===== config.mk =====
export PLATFORM = sky130hd
export DESIGN_NAME = anchor_scheduler
export DESIGN_NICKNAME = d
export VERILOG_FILES = /design/src/rtl/anchor_scheduler.sv
export SDC_FILE = /design/constraint.sdc
export NUM_CORES = 1
export LEC_CHECK = 0
export CAP_MARGIN = 30
export CORE_AREA = 3 3 76 96
export DETAILED_ROUTE_END_ITERATION = 10
export DIE_AREA = 0 0 79 99
export GPL_TIMING_DRIVEN = 0
export MAX_ROUTING_LAYER = met4
export PLACE_DENSITY = 0.77
export SYNTH_ARGS = -nofsm -noshare
export SYNTH_HDL_FRONTEND = slang
export SYNTH_SLANG_ARGS = --single-unit

===== constraint.sdc =====
create_clock -name clk -period 3.98 [get_ports clk]
set_clock_uncertainty 0.1 [all_clocks]
set_input_delay 0.796 -clock clk [delete_from_list [all_inputs] [get_ports clk]]
set_output_delay 0.796 -clock clk [all_outputs]
set_load 0.01 [all_outputs]

===== src/rtl/anchor_scheduler.sv =====
// rtl/anchor_scheduler.sv - frame-level anchor sequencer for the blur stage
// Walks the anchor column-by-column, band-by-band; one fetch/filter handshake per position.
module anchor_scheduler #(
    parameter int X_BITS   = 10,
    parameter int Y_BITS   = 10,
    parameter int WIN      = 20,
    parameter int ROW_STEP = 16
) (
    input  logic              clk,
    input  logic              rst,
    input  logic              start,
    input  logic              abort,
    input  logic [X_BITS-1:0] img_width,
    input  logic [Y_BITS-1:0] img_height,
    input  logic              fetch_ack,
    input  logic              filter_final,
    output logic              fetch_req,
    output logic              anchor_moving,
    output logic [31:0]       anchor_x,
    output logic [31:0]       anchor_y,
    output logic              busy,
    output logic              frame_done,
    output logic              cfg_err
);

    localparam int YW = Y_BITS + 1;

    typedef enum logic [2:0] {
        S_IDLE,
        S_FETCH,
        S_START,
        S_WAIT_FILT,
        S_ADVANCE,
        S_DONE
    } state_t;

    state_t            state_q, state_d;
    logic [X_BITS-1:0] ax_q, ax_d;
    logic [Y_BITS-1:0] ay_q, ay_d;
    logic [X_BITS-1:0] w_q, w_d;
    logic [Y_BITS-1:0] h_q, h_d;
    logic              err_q, err_d;

    logic [YW-1:0]     ay_next;
    logic              col_last;
    logic              band_end;

    // One extra bit so the next band's bottom edge is compared without wrapping.
    assign ay_next  = {1'b0, ay_q} + YW'(ROW_STEP);
    assign band_end = (ay_next + YW'(WIN)) > {1'b0, h_q};
    assign col_last = ax_q >= (w_q - X_BITS'(1));

    always_ff @(posedge clk) begin
        if (rst) begin
            state_q <= S_IDLE;
            ax_q    <= '0;
            ay_q    <= '0;
            w_q     <= '0;
            h_q     <= '0;
            err_q   <= 1'b0;
        end else begin
            state_q <= state_d;
            ax_q    <= ax_d;
            ay_q    <= ay_d;
            w_q     <= w_d;
            h_q     <= h_d;
            err_q   <= err_d;
        end
    end

    always_comb begin
        state_d = state_q;
        ax_d    = ax_q;
        ay_d    = ay_q;
        w_d     = w_q;
        h_d     = h_q;
        err_d   = err_q;
        case (state_q)
            S_IDLE: begin
                if (start && !abort) begin
                    w_d   = img_width;
                    h_d   = img_height;
                    ax_d  = '0;
                    ay_d  = '0;
                    err_d = 1'b0;
                    if (img_width == '0 || img_height < Y_BITS'(WIN)) begin
                        err_d   = 1'b1;
                        state_d = S_DONE;
                    end else begin
                        state_d = S_FETCH;
                    end
                end
            end
            S_FETCH:     if (fetch_ack) state_d = S_START;
            S_START:     state_d = S_WAIT_FILT;
            S_WAIT_FILT: if (filter_final) state_d = S_ADVANCE;
            S_ADVANCE: begin
                if (!col_last) begin
                    ax_d    = ax_q + X_BITS'(1);
                    state_d = S_FETCH;
                end else if (band_end) begin
                    // Last band finished: leave coordinates on the final position.
                    state_d = S_DONE;
                end else begin
                    ax_d    = '0;
                    ay_d    = ay_next[Y_BITS-1:0];
                    state_d = S_FETCH;
                end
            end
            S_DONE:  state_d = S_IDLE;
            default: state_d = S_IDLE;
        endcase
        if (abort && state_q != S_IDLE) begin
            state_d = S_IDLE;
            ax_d    = ax_q;
            ay_d    = ay_q;
        end
    end

    assign fetch_req     = (state_q == S_FETCH);
    assign anchor_moving = (state_q == S_START);
    assign frame_done    = (state_q == S_DONE);
    assign busy          = (state_q != S_IDLE);
    assign cfg_err       = err_q;
    assign anchor_x      = {{(32-X_BITS){1'b0}}, ax_q};
    assign anchor_y      = {{(32-Y_BITS){1'b0}}, ay_q};

endmodule

# ---- Word-level counts from Yosys, hierarchy flattened
# Index checks and enable logic that the tools add are counted.
# W data, S select, Z words.
dict set report totals {
  ff_bits 44
  inputBits 26
  output_inout_bits 69
}
dict set report op_classes {
  addsub 4
  reduce_logical 13
  eq_ne 11
  mux 15
  magnitude_cmp 3
  bitwise 1
}
# operator n
set op_table {}
lappend op_table {{$mux W10} 5}
lappend op_table {{$pmux W10 S2} 2}
lappend op_table {{$mux W3} 6}
lappend op_table {{$pmux W3 S5} 1}
lappend op_table {{$add A10 B5 Y11 const B} 1}
lappend op_table {{$add A11 B5 Y11 const B} 1}
lappend op_table {{$gt A11 B10 Y1} 1}
lappend op_table {{$add A10 B1 Y10 const B} 1}
lappend op_table {{$ge A10 B10 Y1} 1}
lappend op_table {{$logic_not A10 Y1} 1}
lappend op_table {{$lt A10 B5 Y1 const B} 1}
lappend op_table {{$ne A2 B2 Y1 const B} 5}
lappend op_table {{$sub A10 B1 Y10 const B} 1}
lappend op_table {{$eq A3 B2 Y1 const B} 2}
lappend op_table {{$eq A3 B3 Y1 const B} 2}
lappend op_table {{$reduce_and A5 Y1} 1}
lappend op_table {{$reduce_and A4 Y1} 1}
lappend op_table {{$eq A3 B1 Y1 const B} 1}
lappend op_table {{$logic_not A3 Y1} 1}
lappend op_table {{$ne A3 B3 Y1 const B} 1}
lappend op_table {{$reduce_and A3 Y1} 1}
lappend op_table {{$reduce_bool A3 Y1} 1}
lappend op_table {{$logic_and A1 B1 Y1} 2}
lappend op_table {{$reduce_and A2 Y1} 1}
lappend op_table {{6 further kinds} 6}

# ---- Longest topological paths before layout
dict set report logic_depth {
  ltp_word 6
  depth_mapped 16
}

# ---- Worst setup path after synthesis
# No wires, ideal clock.
dict set report synth_timing {
  path_kind {flip-flop to flip-flop}
  start {register ay_q[4]}
  end {register ay_q[9]}
  stages_incl_launch_ff 16
  arrival_ns 3.009
  synth_period_minus_slack_ns 3.196
  setup_time_ns 0.087
  setup_slack_ns 0.784
  path_cell_list {dfxtp_1 > buf_6 > inv_1 > ha_1 > a21oi_1 > o21ai_0 > a21oi_1 > xnor2_1 > ha_1 > a21o_2 > a21oi_1 > mux2i_1 > a31oi_2 > nand2_2 > or4_4 > o31ai_1}
}
dict set report synth_via {
  elab_chain_cells 5
  elab_cells_between_ends 8
}
# element line_no
set synth_rtl {}
lappend synth_rtl {{start: declaration} 39} ;# logic [Y_BITS-1:0] ay_q, ay_d;
lappend synth_rtl {{start signal: assignment} 64} ;# ay_q <= ay_d;
lappend synth_rtl {{$add A10 B5 Y11 *} 49} ;# assign ay_next = {1'b0, ay_q} + YW'(ROW_STEP);
lappend synth_rtl {{$add A11 B5 Y11} 50} ;# assign band_end = (ay_next + YW'(WIN)) > {1'b0, h_q};
lappend synth_rtl {{$gt A11 B10 Y1} 50}
lappend synth_rtl {{$ne A2 B2 Y1 (no source line)} --}
lappend synth_rtl {{$reduce_and A5 Y1 (no source line)} --}
# Every way passes the cells marked *; elsewhere a longest branch is shown, timed or not. The select of a mux whose other input is x is not followed.
# A chain may end at the register's enable or synchronous reset.

# ---- Final worst setup path
dict set report layout_timing {
  start {register ay_q[4]}
  end {register ay_q[7]}
}
# The elaborated chain is that of the path after synthesis.

==> qor.yml <==
status:
  status: "completed"
synthesis:
  yosysUniqueCellTypes: 53
  async_flop_share_pct: 0
  synth-seq-cells: 40
  syn_area_sq_um: 3010
  yosys_warnings: 0
  synth_ff_type: "dfxtp_1"
  netlist_top_cells_count: "nand2_1 (74), buf_4 (50), a21oi_1 (43), dfxtp_1 (40), ha_1 (20)"
  yosysMostFrequentCell: "nand2_1"
  avgSynthCellArea_sq_um: 7.60
  syn-instance-count: 396
  synth.top_cell.area_share_pct: 26.6
  ys_top_cells_by_area: "dfxtp_1 (27%), buf_4 (12%), nand2_1 (9.2%)"
  yosysTopAreaCell: "dfxtp_1"
  ys_seq_area_share_pct: 26.6
  synth_edf_count: 0
worst_setup_path:
  criticalPathCategory: "flip-flop to flip-flop"
  critPathArrivalTime_ps: 3640
  startpoint: "ay_q[4]"
  crit_fanout: 9
  cp-end-kind: "flip-flop"
  crit_required_ps: 4080
  critPathLaunchType: "flip-flop"
  rr_startpoint: "ay_q[4]"
route:
  post_drt_wl_per_cell_um: 12.2
  wl_mm: 7.11
  drt-vias-per-instance: 4.91
  num_vias: 2874
  drtIter0Drc: 213
  route.detailed.drc: 0
  antenna_left: 0
  drt_pass1_iterations: 4
die:
  initial_core_util_pct: 46.1
  top_level_ports: 95
  rows: 33
  coreArea_sq_um: 6520
  die_h_um: 99
  die_w_um: 79
  die_area_sq_um: 7820
placement:
  place_congestion: 0.920
  hpwlAfterDp_mm: 5.58
  port_buffers: 46
job:
  drv_cap: 0
cts:
  cts_buffer_depth: 2
  cts_root_buffer: "clkbuf_8"
  clkLatencyLatePin_ps: 300
  numCtsBuffers: 5
  cts_tree: "yes"
  hold_buffers: 0
  clk_pin_slew_ps: 80
  ctsResizeCount: 0
  clkSinkCount: 40
  post_cts_buffers: 0
  htreeDepth: 2
power_and_ir_drop:
  p_int_w: 0.000636
  total_leakage_power_nw: 1.59
  peakVddDrop_mv: 0.176
  power.switching_fraction_pct: 29.5
  comb_power_share_pct: 23.0
  power.net_switching_w: 0.000267
  pwr-share-clk_pct: 30.3
  p_per_area_nw_per_um2: 235
  p_seq_share_pct: 46.6
global_routing:
  track_usage_pct: 19.1
  grt_max_degree: 14
  first_global_vias: 2652
  grt_pass1_wl_mm: 11.9
  overflow: 0
  antenna_found_initial: 0
finish:
  regArea_sq_um: 801
  nets: 543
  area_growth_pct: 27.9
  multi_input_area_sq_um: 1880
  n_antenna_cell: 0
  fillers: 637
  layout-drive-gt1-share_pct: 15.1
sta:
  fmax_mhz: 282
  finalCriticalPeriod_ps: 3540
  hold_slack_ps: 355
  min_period_over_period_pct: 89.0
  slew_violations: 0
  setup_viol: 0
  fin_setup_tns_ps: 0
  rsz0062_at_grt: "no"
  finalHoldViolations: 0
  worst_pin_slew_ps: 705
  relSlewSlack_pct: 52.5
min_path:
  hold_class: "flip-flop to flip-flop"
  min-delay-start: "h_q[4]"
==> per-layer routing <==
layer  vias to the layer above  routed length, um  global-route usage, %  part of all wire (%)
met1                      1272               3110                   23.0                    44
met2                       103               3400                   31.5                    48
met5                         -                  0                      -                     0
met3                        10                454                   2.47                   6.4
met4                         0                153                   8.47                   2.2
li1                       1489                  -                      -                     -
==> logic make-up after synthesis <==
group	Yosys count	synth area share, %
buf+inv	80	16.8
flops	40	26.6
fa+ha+maj	20	8.32
xor+xnor	15	4.37
simple gates	143	23.8
compound gates	93	18.7
mux	4	1.33
other cells	1	0.125
==> power groups by stage <==
stage               clock, W  combinational, W  sequential (W)
floorplan                  0          0.000149        0.000428
global placement           0          0.000201        0.000430
detailed placement         0          0.000205        0.000431
CTS                 0.000282          0.000206        0.000421
global route        0.000296          0.000233        0.000423
finish              0.000274          0.000208        0.000421
==> cells in the final DEF, fill, tap and decap left out, types with 4 or more instances in the layout <==
cell and n:
nand2_1 74, buf_4 50, conb_1 48, clkdlybuf4s50_1 46, a21oi_1 43, dfxtp_1 40
ha_1 20, o21ai_0 17, inv_1 15, nor3_1 12, nor2_1 12, clkbuf_1 11
xnor2_1 10, nand3_1 9, nor4_1 8, xor2_1 5, o31ai_1 5, clkbuf_8 5
mux2i_1 4, o21a_1 4, or3_1 4
==> metrics by stage <==
step                cells  total power (W)  utilization (%)  worst slack [ps]  cell area, sq um
floorplan             443         0.000578                -               784              3190
global placement      576         0.000631             57.6               544              3750
detailed placement    577         0.000636             57.6               452              3760
CTS                   585         0.000910             59.0               422              3850
global route          585         0.000951             59.0              40.2              3850
finish                585         0.000903             59.0               438              3850
==> cell type report <==
type / instances / area share (%)
sequential: 40 / 20.8
timing repair buffer: 47 / 12.1
buffer: 65 / 11.7
tap: 87 / 2.83
inverter: 15 / 1.46
multi-input combinational: 323 / 48.8
clock buffer: 5 / 1.79
clock inverter: 3 / 0.488
==> worst max-delay path, cell delays in order (launching register included) <==
cell     delay [ps]
dfxtp_1         420
buf_6           160
inv_1            50
ha_1            250
a21oi_1         130
o21ai_0          90
a21oi_1         210
xnor2_1         150
ha_1            270
a21o_2          190
a21oi_1         180
mux2i_1         120
a31oi_2         230
nand2_2         140
or4_4           540
o31ai_1         220
==> state kept, by name, indices dropped and copies added (netlist names) <==
name and cells:
ay_q 6, w_q 10, ax_q 10, cfg_err 1
h_q 10, state_q 3
==> worst paths after layout <==
kind | slack, ps | end | depth (start not counted)
setup / recovery | 440 | ay_q[7] | 15
hold / removal | 360 | h_q[4] | 2
setup reg to reg | 440 | ay_q[7] | 15
hold reg to reg | 360 | h_q[4] | 2
Power figures use the tool's default switching activity.
